[config.mk]
export PLATFORM = sky130hd
export DESIGN_NAME = fc_init_vc_fsm
export DESIGN_NICKNAME = d
export VERILOG_FILES = /design/src/rtl/fc_init_vc_fsm.sv
export SDC_FILE = /design/constraint.sdc
export NUM_CORES = 1
export LEC_CHECK = 0
export ABC_AREA = 1
export BUFFER_PORTS_ARGS = -buffer_cell sky130_fd_sc_hd__buf_2
export CORE_ASPECT_RATIO = 1.1
export CORE_MARGIN = 5
export CORE_UTILIZATION = 40
export DETAILED_ROUTE_END_ITERATION = 16
export PLACE_DENSITY = 0.68
export SETUP_SLACK_MARGIN = 0.05
export SLEW_MARGIN = 5
export SYNTH_ARGS = -nofsm -noshare
export SYNTH_HDL_FRONTEND = slang
export SYNTH_SLANG_ARGS = --single-unit
[constraint.sdc]
create_clock -name clk -period 4.25 [get_ports clk]
set_clock_uncertainty 0.1 [all_clocks]
set_input_delay 0 -clock clk [delete_from_list [all_inputs] [get_ports clk]]
set_output_delay 0 -clock clk [all_outputs]
set_load 0.005 [all_outputs]
[src/rtl/fc_init_vc_fsm.sv]
// Per-VC flow-control init engine: runs FC_INIT1/FC_INIT2, requests own
// InitFC DLLPs and latches the partner's scaled P/NP/Cpl credit limits.
module fc_init_vc_fsm #(
    parameter logic [2:0] VC_ID         = 3'd0,
    parameter int         RESEND_CYCLES = 64
) (
    input  logic        clk,
    input  logic        rst,
    input  logic        link_up,
    input  logic        rx_valid,
    input  logic [1:0]  rx_fc_class,
    input  logic        rx_init2,
    input  logic [2:0]  rx_vc,
    input  logic [1:0]  rx_hdr_scale,
    input  logic [1:0]  rx_data_scale,
    input  logic [7:0]  rx_hdr_fc,
    input  logic [15:0] rx_data_fc,
    output logic        tx_valid,
    input  logic        tx_ready,
    output logic [1:0]  tx_class,
    output logic        tx_init2,
    output logic        fc_init_done,
    output logic [11:0] ph_lim,
    output logic [11:0] nph_lim,
    output logic [11:0] cplh_lim,
    output logic [15:0] pd_lim,
    output logic [15:0] npd_lim,
    output logic [15:0] cpld_lim,
    output logic [5:0]  cred_inf
);

    localparam int CW = (RESEND_CYCLES > 2) ? $clog2(RESEND_CYCLES) : 1;
    localparam logic [CW-1:0] GAP_LOAD = CW'(RESEND_CYCLES - 2);

    localparam logic [1:0] CLS_P   = 2'b00;
    localparam logic [1:0] CLS_NP  = 2'b10;
    localparam logic [1:0] CLS_CPL = 2'b11;

    typedef enum logic [1:0] {IDLE, FC_INIT1, FC_INIT2, DONE} state_t;
    typedef enum logic [1:0] {SEQ_START, SEQ_SEND, SEQ_GAP} seq_t;

    state_t          state;
    seq_t            seq;
    logic [CW-1:0]   gap_cnt;
    logic            tx_valid_q;
    logic            cpl_seen;
    logic            fi2;
    logic [2:0]      got;
    logic [2:0]      hinf;
    logic [2:0]      dinf;
    logic [2:0][11:0] hlim;
    logic [2:0][15:0] dlim;

    logic        rx_rel;
    logic [1:0]  rx_idx;
    logic [11:0] rx_hlim;
    logic [15:0] rx_dlim;
    logic        tx_acc;
    logic        cpl_acc;
    logic        unused_data_hi;

    // Scale code to shift amount: 00/01 -> 0, 10 -> 2, 11 -> 4.
    function automatic logic [2:0] shamt(input logic [1:0] s);
        logic [2:0] r;
        r = 3'd0;
        if (s == 2'b10) r = 3'd2;
        if (s == 2'b11) r = 3'd4;
        return r;
    endfunction

    assign unused_data_hi = ^rx_data_fc[15:12];

    // Decode the incoming DLLP: relevance, class slot, scaled limits.
    always_comb begin
        rx_rel  = rx_valid && (rx_fc_class != 2'b01) && (rx_vc == VC_ID);
        rx_idx  = 2'd0;
        unique case (rx_fc_class)
            CLS_NP:  rx_idx = 2'd1;
            CLS_CPL: rx_idx = 2'd2;
            default: rx_idx = 2'd0;
        endcase
        rx_hlim = {4'b0, rx_hdr_fc} << shamt(rx_hdr_scale);
        rx_dlim = {4'b0, rx_data_fc[11:0]} << shamt(rx_data_scale);
    end

    // A dropped link must withdraw the request in the same cycle.
    assign tx_valid = tx_valid_q & link_up;
    assign tx_acc   = tx_valid & tx_ready;
    assign cpl_acc  = tx_acc && (tx_class == CLS_CPL);

    assign ph_lim   = hlim[0];
    assign nph_lim  = hlim[1];
    assign cplh_lim = hlim[2];
    assign pd_lim   = dlim[0];
    assign npd_lim  = dlim[1];
    assign cpld_lim = dlim[2];
    assign cred_inf = {dinf[2], hinf[2], dinf[1], hinf[1], dinf[0], hinf[0]};

    // Main FSM: state, transmit sequencer, credit capture, outputs.
    always_ff @(posedge clk or posedge rst) begin
        if (rst) begin
            state        <= IDLE;
            seq          <= SEQ_START;
            gap_cnt      <= '0;
            tx_valid_q   <= 1'b0;
            tx_class     <= CLS_P;
            tx_init2     <= 1'b0;
            fc_init_done <= 1'b0;
            cpl_seen     <= 1'b0;
            fi2          <= 1'b0;
            got          <= '0;
            hinf         <= '0;
            dinf         <= '0;
            hlim         <= '0;
            dlim         <= '0;
        end else if (!link_up) begin
            state        <= IDLE;
            seq          <= SEQ_START;
            gap_cnt      <= '0;
            tx_valid_q   <= 1'b0;
            tx_class     <= CLS_P;
            tx_init2     <= 1'b0;
            fc_init_done <= 1'b0;
            cpl_seen     <= 1'b0;
            fi2          <= 1'b0;
            got          <= '0;
            hinf         <= '0;
            dinf         <= '0;
            hlim         <= '0;
            dlim         <= '0;
        end else begin
            unique case (state)
                IDLE: begin
                    state    <= FC_INIT1;
                    seq      <= SEQ_START;
                    tx_init2 <= 1'b0;
                end
                FC_INIT1, FC_INIT2: begin
                    unique case (seq)
                        SEQ_START: begin
                            tx_valid_q <= 1'b1;
                            tx_class   <= CLS_P;
                            seq        <= SEQ_SEND;
                        end
                        SEQ_SEND: begin
                            if (tx_acc) begin
                                unique case (tx_class)
                                    CLS_P:   tx_class <= CLS_NP;
                                    CLS_NP:  tx_class <= CLS_CPL;
                                    default: begin
                                        tx_valid_q <= 1'b0;
                                        gap_cnt    <= GAP_LOAD;
                                        seq        <= SEQ_GAP;
                                    end
                                endcase
                            end
                        end
                        default: begin
                            if (gap_cnt == '0) begin
                                tx_valid_q <= 1'b1;
                                tx_class   <= CLS_P;
                                seq        <= SEQ_SEND;
                            end else begin
                                gap_cnt <= gap_cnt - CW'(1);
                            end
                        end
                    endcase

                    if (state == FC_INIT1) begin
                        if (rx_rel && !got[rx_idx]) begin
                            got[rx_idx]  <= 1'b1;
                            hlim[rx_idx] <= rx_hlim;
                            dlim[rx_idx] <= rx_dlim;
                            hinf[rx_idx] <= (rx_hdr_fc == 8'd0) &&
                                            (rx_hdr_scale == 2'b00);
                            dinf[rx_idx] <= (rx_data_fc[11:0] == 12'd0) &&
                                            (rx_data_scale == 2'b00);
                        end
                        cpl_seen <= cpl_seen | cpl_acc;
                        if ((&got) && (cpl_seen || cpl_acc)) begin
                            state      <= FC_INIT2;
                            seq        <= SEQ_START;
                            tx_valid_q <= 1'b0;
                            tx_class   <= CLS_P;
                            tx_init2   <= 1'b1;
                            cpl_seen   <= 1'b0;
                        end
                    end else begin
                        if (rx_rel && rx_init2) fi2 <= 1'b1;
                        if (fi2 && (!tx_valid || tx_acc)) begin
                            state        <= DONE;
                            tx_valid_q   <= 1'b0;
                            tx_init2     <= 1'b0;
                            fc_init_done <= 1'b1;
                        end
                    end
                end
                DONE: begin
                    tx_valid_q   <= 1'b0;
                    fc_init_done <= 1'b1;
                end
            endcase
        end
    end

endmodule
Yosys cells after proc, flatten, opt, wreduce, memory -nomap -nowiden
Index checks and enable logic that the tools add are counted.

Input port bits: 39. Word-level logic and storage cells: 177. Register bits after elaboration: 110.

Shifts and indexed selects: 2. Equal/unequal tests: 28. Reduce and logical (&&, ||, !) cells: 32. Add/subtract/negate cells: 1. Muxes and demuxes: 90. Bitwise operators: 4. Magnitude comparators: 2.

Operators with widths (number): 48-bit 2-to-1 mux (4); 36-bit 2-to-1 mux (4); 48-bit bitwise mux (1); 3-bit 2-to-1 mux (14); 36-bit bitwise mux (1); 2-bit 2-to-1 mux (18); 16-bit demux with 2-bit select (1); 6-bit 2-to-1 mux (5); 12-bit demux with 2-bit select (1); 1-bit 2-to-1 mux (24); 2-bit case mux with 2 select lines (6); 2-bit == test (second input constant) (10); 16-bit 2-to-1 mux (1); 12-bit by 3-bit << shifter with 16-bit output (1); 3-bit AND reduction (5); 12-bit logical NOT (1); 12-bit 2-to-1 mux (1); 3-bit != test (second input constant) (4); 6-bit case mux with 2 select lines (1); 8-bit by 3-bit << shifter with 12-bit output (1); 1-bit logical AND (10); 2-bit logical NOT (5); 2-bit by 1-bit != test with 1-bit output (second input constant) (5); 8-bit logical NOT (1); other kinds (22) (34).

Depth between registers and ports, before layout
Gate-level depths: netlist of run 1.

Depth after elaboration: 11. Gate-level depth with buffers: 11. Gate-level depth less buffers: 9.

Worst setup path after synthesis of run 1
Ideal clock, no wire load.

Kind: reg2reg. From: reg state[0]. To: reg dlim (netlist bit cpld_lim[13]). Cell stages (with the launch flop): 11. Data arrival time: 1.557 ns. Path slack: 2.527 ns. Required time: 4.084 ns. Cells stage by stage: dfrtp_1 -> inv_1 -> ha_1 -> nand2_1 -> inv_1 -> nand4_2 -> nor2_4 -> buf_4 -> buf_6 -> nand4_1 -> nand2_1.

Word-level cells in the longest chain between the ends: 4. Elaborated cells between the ends (all ways): 6.

RTL lines: from (decl) (line 42) `state_t state;`; from (signal assigned) (line 102) `state <= IDLE;`; from (signal assigned) (line 117) `state <= IDLE;`; from (signal assigned) (line 134) `state <= FC_INIT1;`; 2-bit by 1-bit == test with 1-bit output / 2-bit == test (equally long branches) (line 132, 169); 2-bit OR reduction (line 132) `unique case (state)`; 2-bit by 1-bit != test with 1-bit output (no line); 3-bit AND reduction (no line) *; to (signal, indexed assignment) (line 173) `dlim[rx_idx] <= rx_dlim;`; to (decl) (line 52) `logic [2:0][15:0] dlim;`.

Every way passes the cells marked *; elsewhere a longest branch is shown, timed or not. A chain may end at the register's enable or synchronous reset.

Worst setup path in the final report of run 1
From: reg state[1]. To: reg dlim (netlist bit cpld_lim[0]).

The elaborated chain is that of the path after synthesis.

==> impl_metrics.toml, run 1 <==
[sta]
setup_ws_ns = 1.64
hold_violations = 0
tightestPinTransition_ns = 1.10
setup_viol = 0
finalSetupTns_ns = 0
finalCritPeriodShare_pct = 61.3
slew_violations = 0
fmax_mhz = 384
rsz0062_at_grt = "false"
slew_headroom_pct = 26.5
period_minus_slack_ns = 2.61

[cells_and_area]
diodes = 0
drive_gt1_share_pct = 19.5
nFillCells = 1341
fin_nets = 863
multi_input_area_um2 = 2230
final_common_cell = "nand2_1"
area_delta_synth_final_pct = 22.1
mostFrequentLayoutCells = "nand2_1 (277), buf_2 (129), dfrtp_1 (110), nand3_1 (62), nand4_1 (61)"
register_area_um2 = 2750

[die]
fp.coreArea_um2 = 13200
dieHeight_um = 132
rows = 44
start_util_pct = 40.8
num_io_pins = 134
dieWidth_um = 121
die_area_um2 = 15900

[worst_setup_path]
r2r-end = "cpld_lim[0]"
crit_path_end = "cpld_lim[0]"
cp_top_family = "simple AND/OR/NAND/NOR gates"
cp.arrival_ns = 2.74
worst-path-buf-inv = 1
endpoint_kind = "flip-flop"
cpPeakStageDelay_ns = 0.70
cp_cell_sequence = "inv_1 > ha_1 > nand2_1 > nor2_1 > nand2_1 > nand2_4 > nand2_1 > nand2_1 > nand2_1"
cp_common_cell = "nand2_1"
cp_num_cells = 9
worst-r2r-cell-count = 9
timing.rr.start = "state[1]"
start_kind = "flip-flop"
critPathSlowestCell = "nand2_1"
crit_type = "flip-flop to flip-flop"
startpoint = "state[1]"
cp_max_fo = 30
cp.required_ns = 4.38
r2r_slack_ns = 1.64

[routing]
drtIter0Drc = 348
drc = 0
num_vias = 5097
drtPass1Iterations = 4
ant_nets = 0
wl_per_cell_um = 15.8
wirelength_um = 15600
via_per_inst = 5.17

[synth]
synth_seq_cells = 110
synth.avg_cell_area_um2 = 7.73
syn_nets = 740
ys_seq_area_share_pct = 51.1
syn-cell-area_um2 = 5390
yosys.area_share.simple_pct = 36.5
synth_mux_area_share_pct = 0
synth_cell_types = 27
synth_top_family_by_area = "simple AND/OR/NAND/NOR gates"
syn_inst = 697
synth_xor_area_share_pct = 0
synth_compound_area_share_pct = 4.02
synthAdderAreaFrac_pct = 0.929
ys_warn_count = 0

[pwr]
power_leakage_nw = 3.93
ir_drop_uv = 189
powerDensity_nw_per_um2 = 369

[global_route]
grt_pass1_wl_um = 25600
grt_overflow = 0
antenna_found_initial = 0
grt_use_total_pct = 19.9
grt_max_degree = 76
grt_pass1_vias = 4929

[clock_network]
cts_tree = "done"
cts_sinks = 110
cts-htree-levels = 3
clk-insertion-delay-late_ns = 0.35
cts_resized = 0
cts_made_buffers = 9
post_cts_buffers = 0
clock_path_buffers = 2
clk_transition_reported_paths_ns = 0.07
ctsRootBufferMaster = "clkbuf_16"

[run_status]
outcome = "complete, no violations"

[worst_hold_path]
hold_path_class = "input pin to flip-flop"

[place]
routabilityCongestion = 0.892
dpl_worst_slack_ns = 1.61
portBuffers = 129
hpwl_um = 10900

[job]
maxCapViolations = 0
-- metrics by stage --
step / hold WS, ns / util, % / total power (W) / cells / instance area, um^2
after detailed placement: 0.166 / 46.2 / 0.00149 / 957 / 6110
after floorplan: -0.0202 / - / 0.00137 / 697 / 5390
after global placement: 0.167 / 46.2 / 0.00148 / 957 / 6110
final: 0.0264 / 49.8 / 0.00243 / 986 / 6580
after global routing: 0.0340 / 49.8 / 0.00255 / 986 / 6580
after CTS: 0.0115 / 49.8 / 0.00245 / 986 / 6580
-- per-layer routing --
layer / track usage, % / share of wire [%]
met5: 0 / 0
met4: 7.56 / 2.9
met3: 3.48 / 5.8
met2: 31.2 / 47
met1: 27.4 / 45
-- cells in the mapped netlist --
cell | n | share of area [%]
nor3_1 | 5 | 0.46
buf_2 | 18 | 1.7
clkinv_1 | 1 | 0.070
a21oi_1 | 8 | 0.74
inv_2 | 2 | 0.14
nor2_4 | 1 | 0.21
ha_1 | 4 | 0.93
nand3b_1 | 1 | 0.14
or2_2 | 1 | 0.12
nand2_4 | 1 | 0.21
nand4_2 | 1 | 0.23
o211ai_1 | 9 | 1.3
inv_1 | 55 | 3.8
nand4_1 | 61 | 7.1
o21bai_1 | 2 | 0.28
nor2_1 | 40 | 2.8
buf_4 | 2 | 0.28
buf_6 | 2 | 0.42
clkbuf_1 | 14 | 0.98
o22ai_1 | 7 | 0.81
nor2_2 | 1 | 0.12
nand2_2 | 1 | 0.12
o21ai_0 | 10 | 0.93
dfrtp_1 | 110 | 51
nand2_1 | 277 | 19
nand3_1 | 62 | 5.8
buf_1 | 1 | 0.070
-- state kept, by name, indices dropped and copies added (netlist names) --
name and count:
npd_lim 16, tx_class 2, tx_valid_q 1, seq 2, ph_lim 12, cpld_lim 16, gap_cnt 6, tx_init2 1
state 2, got 3, fi2 1, dinf 3, cpl_seen 1, hinf 3, fc_init_done 1, cplh_lim 12
pd_lim 16, nph_lim 12
-- cell families after synthesis --
group,count (synthesis)
fa+ha+maj,4
simple gates,452
compound gates,36
buf+inv,95
flops,110
-- where the power goes --
| group | internal (W) | total (W) | switching [W] |
|---|---|---|---|
| clock network | 0.000556 | 0.000948 | 0.000391 |
| registers | 0.00108 | 0.00111 | 0.0000262 |
| logic | 0.000109 | 0.000371 | 0.000262 |
| total | 0.00175 | 0.00243 | 0.000680 |
-- how the worst min path moves through the flow --
stage / startpoint / to / cells past startpoint
floorplan: link_up / tx_valid / 2
global placement: rst / cplh_lim[5] / 2
detailed placement: rst / ph_lim[6] / 2
CTS: rx_data_scale[1] / npd_lim[1] / 4
global route: rx_data_fc[8] / cpld_lim[10] / 5
finish: rx_data_fc[10] / pd_lim[14] / 5
-- worst reg2reg max path, stage by stage, from the launching register on --
cell and delay [ns]:
dfrtp_1 0.38, inv_1 0.08, ha_1 0.38, nand2_1 0.09
nor2_1 0.12, nand2_1 0.09, nand2_4 0.20, nand2_1 0.70
nand2_1 0.26, nand2_1 0.08
-- layout make-up --
class	count	share of cell area (%)
well taps	161	3.06
multi-input cells	492	34.0
repair buffers	149	12.6
flip-flops and latches	110	41.8
clock buffers	11	3.84
clock inverters	5	1.35
inverters	58	3.35
-- timing repair --
action	4_1_cts	5_1_grt
hold endpoints to repair	97	0
setup endpoints to repair	0	0
hold buffers	13	0
Power figures use the tool's default switching activity.
==> run 2: changes to the inputs <==
- PLACE_DENSITY: 0.68 -> 0.7
- clock period: 4.25 -> 2.1 ns (I/O delays scaled with it)
==> run 2 against run 1 <==
Against the previous run:
- core utilization up 0.52 points
- sequential share of layout area decreased by 0.43 points
- total power is 93% higher
- setup slack got worse by 1.4 ns
- sequential power rose by 100%
- combinational power rose by 120%
- via count shrank 0.39%
- maximum frequency grew 41%
- clock power grew 72%
- highest routed layer unchanged
- critical path depth unchanged
==> impl_metrics.toml, run 2 (synthesized netlist as in run 1, its figures left out) <==
[routing]
via_per_inst = 5.09
num_vias = 5077
wl_per_cell_um = 15.7
drc = 0
ant_nets = 0
wirelength_um = 15600
drtIter0Drc = 458
drtPass1Iterations = 6

[place]
portBuffers = 129
routabilityCongestion = 0.926
place_inst = 969
hpwl_um = 11100

[cells_and_area]
final_common_cell = "nand2_1"
fin_nets = 874
mostFrequentLayoutCells = "nand2_1 (276), buf_2 (129), dfrtp_1 (110), nand3_1 (62), nand4_1 (61)"
area_delta_synth_final_pct = 23.4
nFillCells = 1309
final_cells = 997
diodes = 0
drive_gt1_share_pct = 20.7

[clock_network]
clock_path_buffers = 2
cts-htree-levels = 3
cts_tree = "done"
ctsRootBufferMaster = "clkbuf_16"
clk-insertion-delay-late_ns = 0.36
clk_transition_reported_paths_ns = 0.07
post_cts_buffers = 0
cts_sinks = 110
cts_made_buffers = 9

[sta]
slew_violations = 0
finalCritPeriodShare_pct = 87.9
finalSetupTns_ns = 0
period_minus_slack_ns = 1.85
rsz0062_at_grt = "false"
fmax_mhz = 542
hold_violations = 0
tightestPinTransition_ns = 0.752
setup_viol = 0
slew_headroom_pct = 49.8

[worst_setup_path]
cpPeakStageDelay_ns = 0.40
cp.arrival_ns = 2.05
cp.required_ns = 2.30
crit_type = "flip-flop to flip-flop"
cp_max_fo = 62
start_kind = "flip-flop"
endpoint_kind = "flip-flop"
cp_cell_sequence = "inv_1 > ha_1 > nand2_1 > inv_1 > nand4_2 > nor2_4 > buf_12 > nand4_1 > nand2_1"
critPathSlowestCell = "dfrtp_1"

[global_route]
grt_max_degree = 63
grt_pass1_wl_um = 25600
grt_overflow = 0
grt_pass1_vias = 5046
grt_use_total_pct = 20.0
antenna_found_initial = 0

[die]
dieHeight_um = 132
rows = 44
fp.coreArea_um2 = 13200
num_io_pins = 134
dieWidth_um = 121
start_util_pct = 40.8
die_area_um2 = 15900

[job]
maxCapViolations = 0

[pwr]
ir_drop_uv = 422
powerDensity_nw_per_um2 = 703
power_leakage_nw = 3.96

[run_status]
outcome = "complete, no violations"

[worst_hold_path]
hold_path_class = "input pin to flip-flop"
[run 2: final cells by class]
| type | instances | area (um^2) | area share, % |
|---|---|---|---|
| sequential | 110 | 2750 | 41.4 |
| multi-input combinational | 492 | 2240 | 33.7 |
| inverter | 58 | 221 | 3.33 |
| tap | 161 | 201 | 3.03 |
| timing repair buffer | 160 | 958 | 14.4 |
| clock buffer | 11 | 243 | 3.65 |
| clock inverter | 5 | 33.8 | 0.508 |
[run 2: report_power, final]
part / switching, W / internal, W
combinational: 0.000548 / 0.000266
sequential: 0.0000507 / 0.00219
clock: 0.000787 / 0.000838
[run 2: layer usage]
metal	global-route usage, %	vias up	part of all wire [%]
li1	-	2549	-
met1	26.9	2358	44
met2	32.3	149	48
met3	4.29	21	5.9
met4	6.17	0	2.1
met5	0	-	0
[run 2: worst paths after layout]
check / cells after the start / slack (ns) / startpoint / endpoint
max: 9 / 0.25 / state[0] / cpld_lim[5]
min reg2reg: 2 / 0.37 / ph_lim[10] / ph_lim[10]
max in group asynchronous: 4 / 1.01 / rst / ph_lim[9]
min in group asynchronous: 3 / 0.22 / rst / npd_lim[7]
min: 4 / 0.01 / rx_data_scale[1] / npd_lim[1]
max reg2reg: 9 / 0.25 / state[0] / cpld_lim[5]
[run 2: worst max-delay path, delay by kind of cell (launching register included)]
kind / cells / cell delay [ns]
simple gates: 5 / 0.58
flops: 1 / 0.40
buf+inv: 3 / 0.37
fa+ha+maj: 1 / 0.29
[run 2: timing repair]
action | in CTS | in global routing
endpoints found under the hold margin | 51 | 0
resized for setup | 0 | 2
endpoints found under the setup margin | 0 | 2
hold buffers | 12 | 0
[run 2: metrics by stage]
step           worst slack (ns)  cell area, um^2  hold slack, ns  power (W)  util [%]
3_3_place_gp              0.287             6250          0.0651    0.00306      47.3
6_report                  0.253             6650          0.0144    0.00468      50.3
4_1_cts                   0.205             6650         0.00133    0.00471      50.3
5_1_grt                  0.0815             6650          0.0487    0.00489      50.3
3_5_place_dp              0.235             6250          0.0668    0.00308      47.3
2_1_floorplan             0.377             5390         -0.0202    0.00276         -
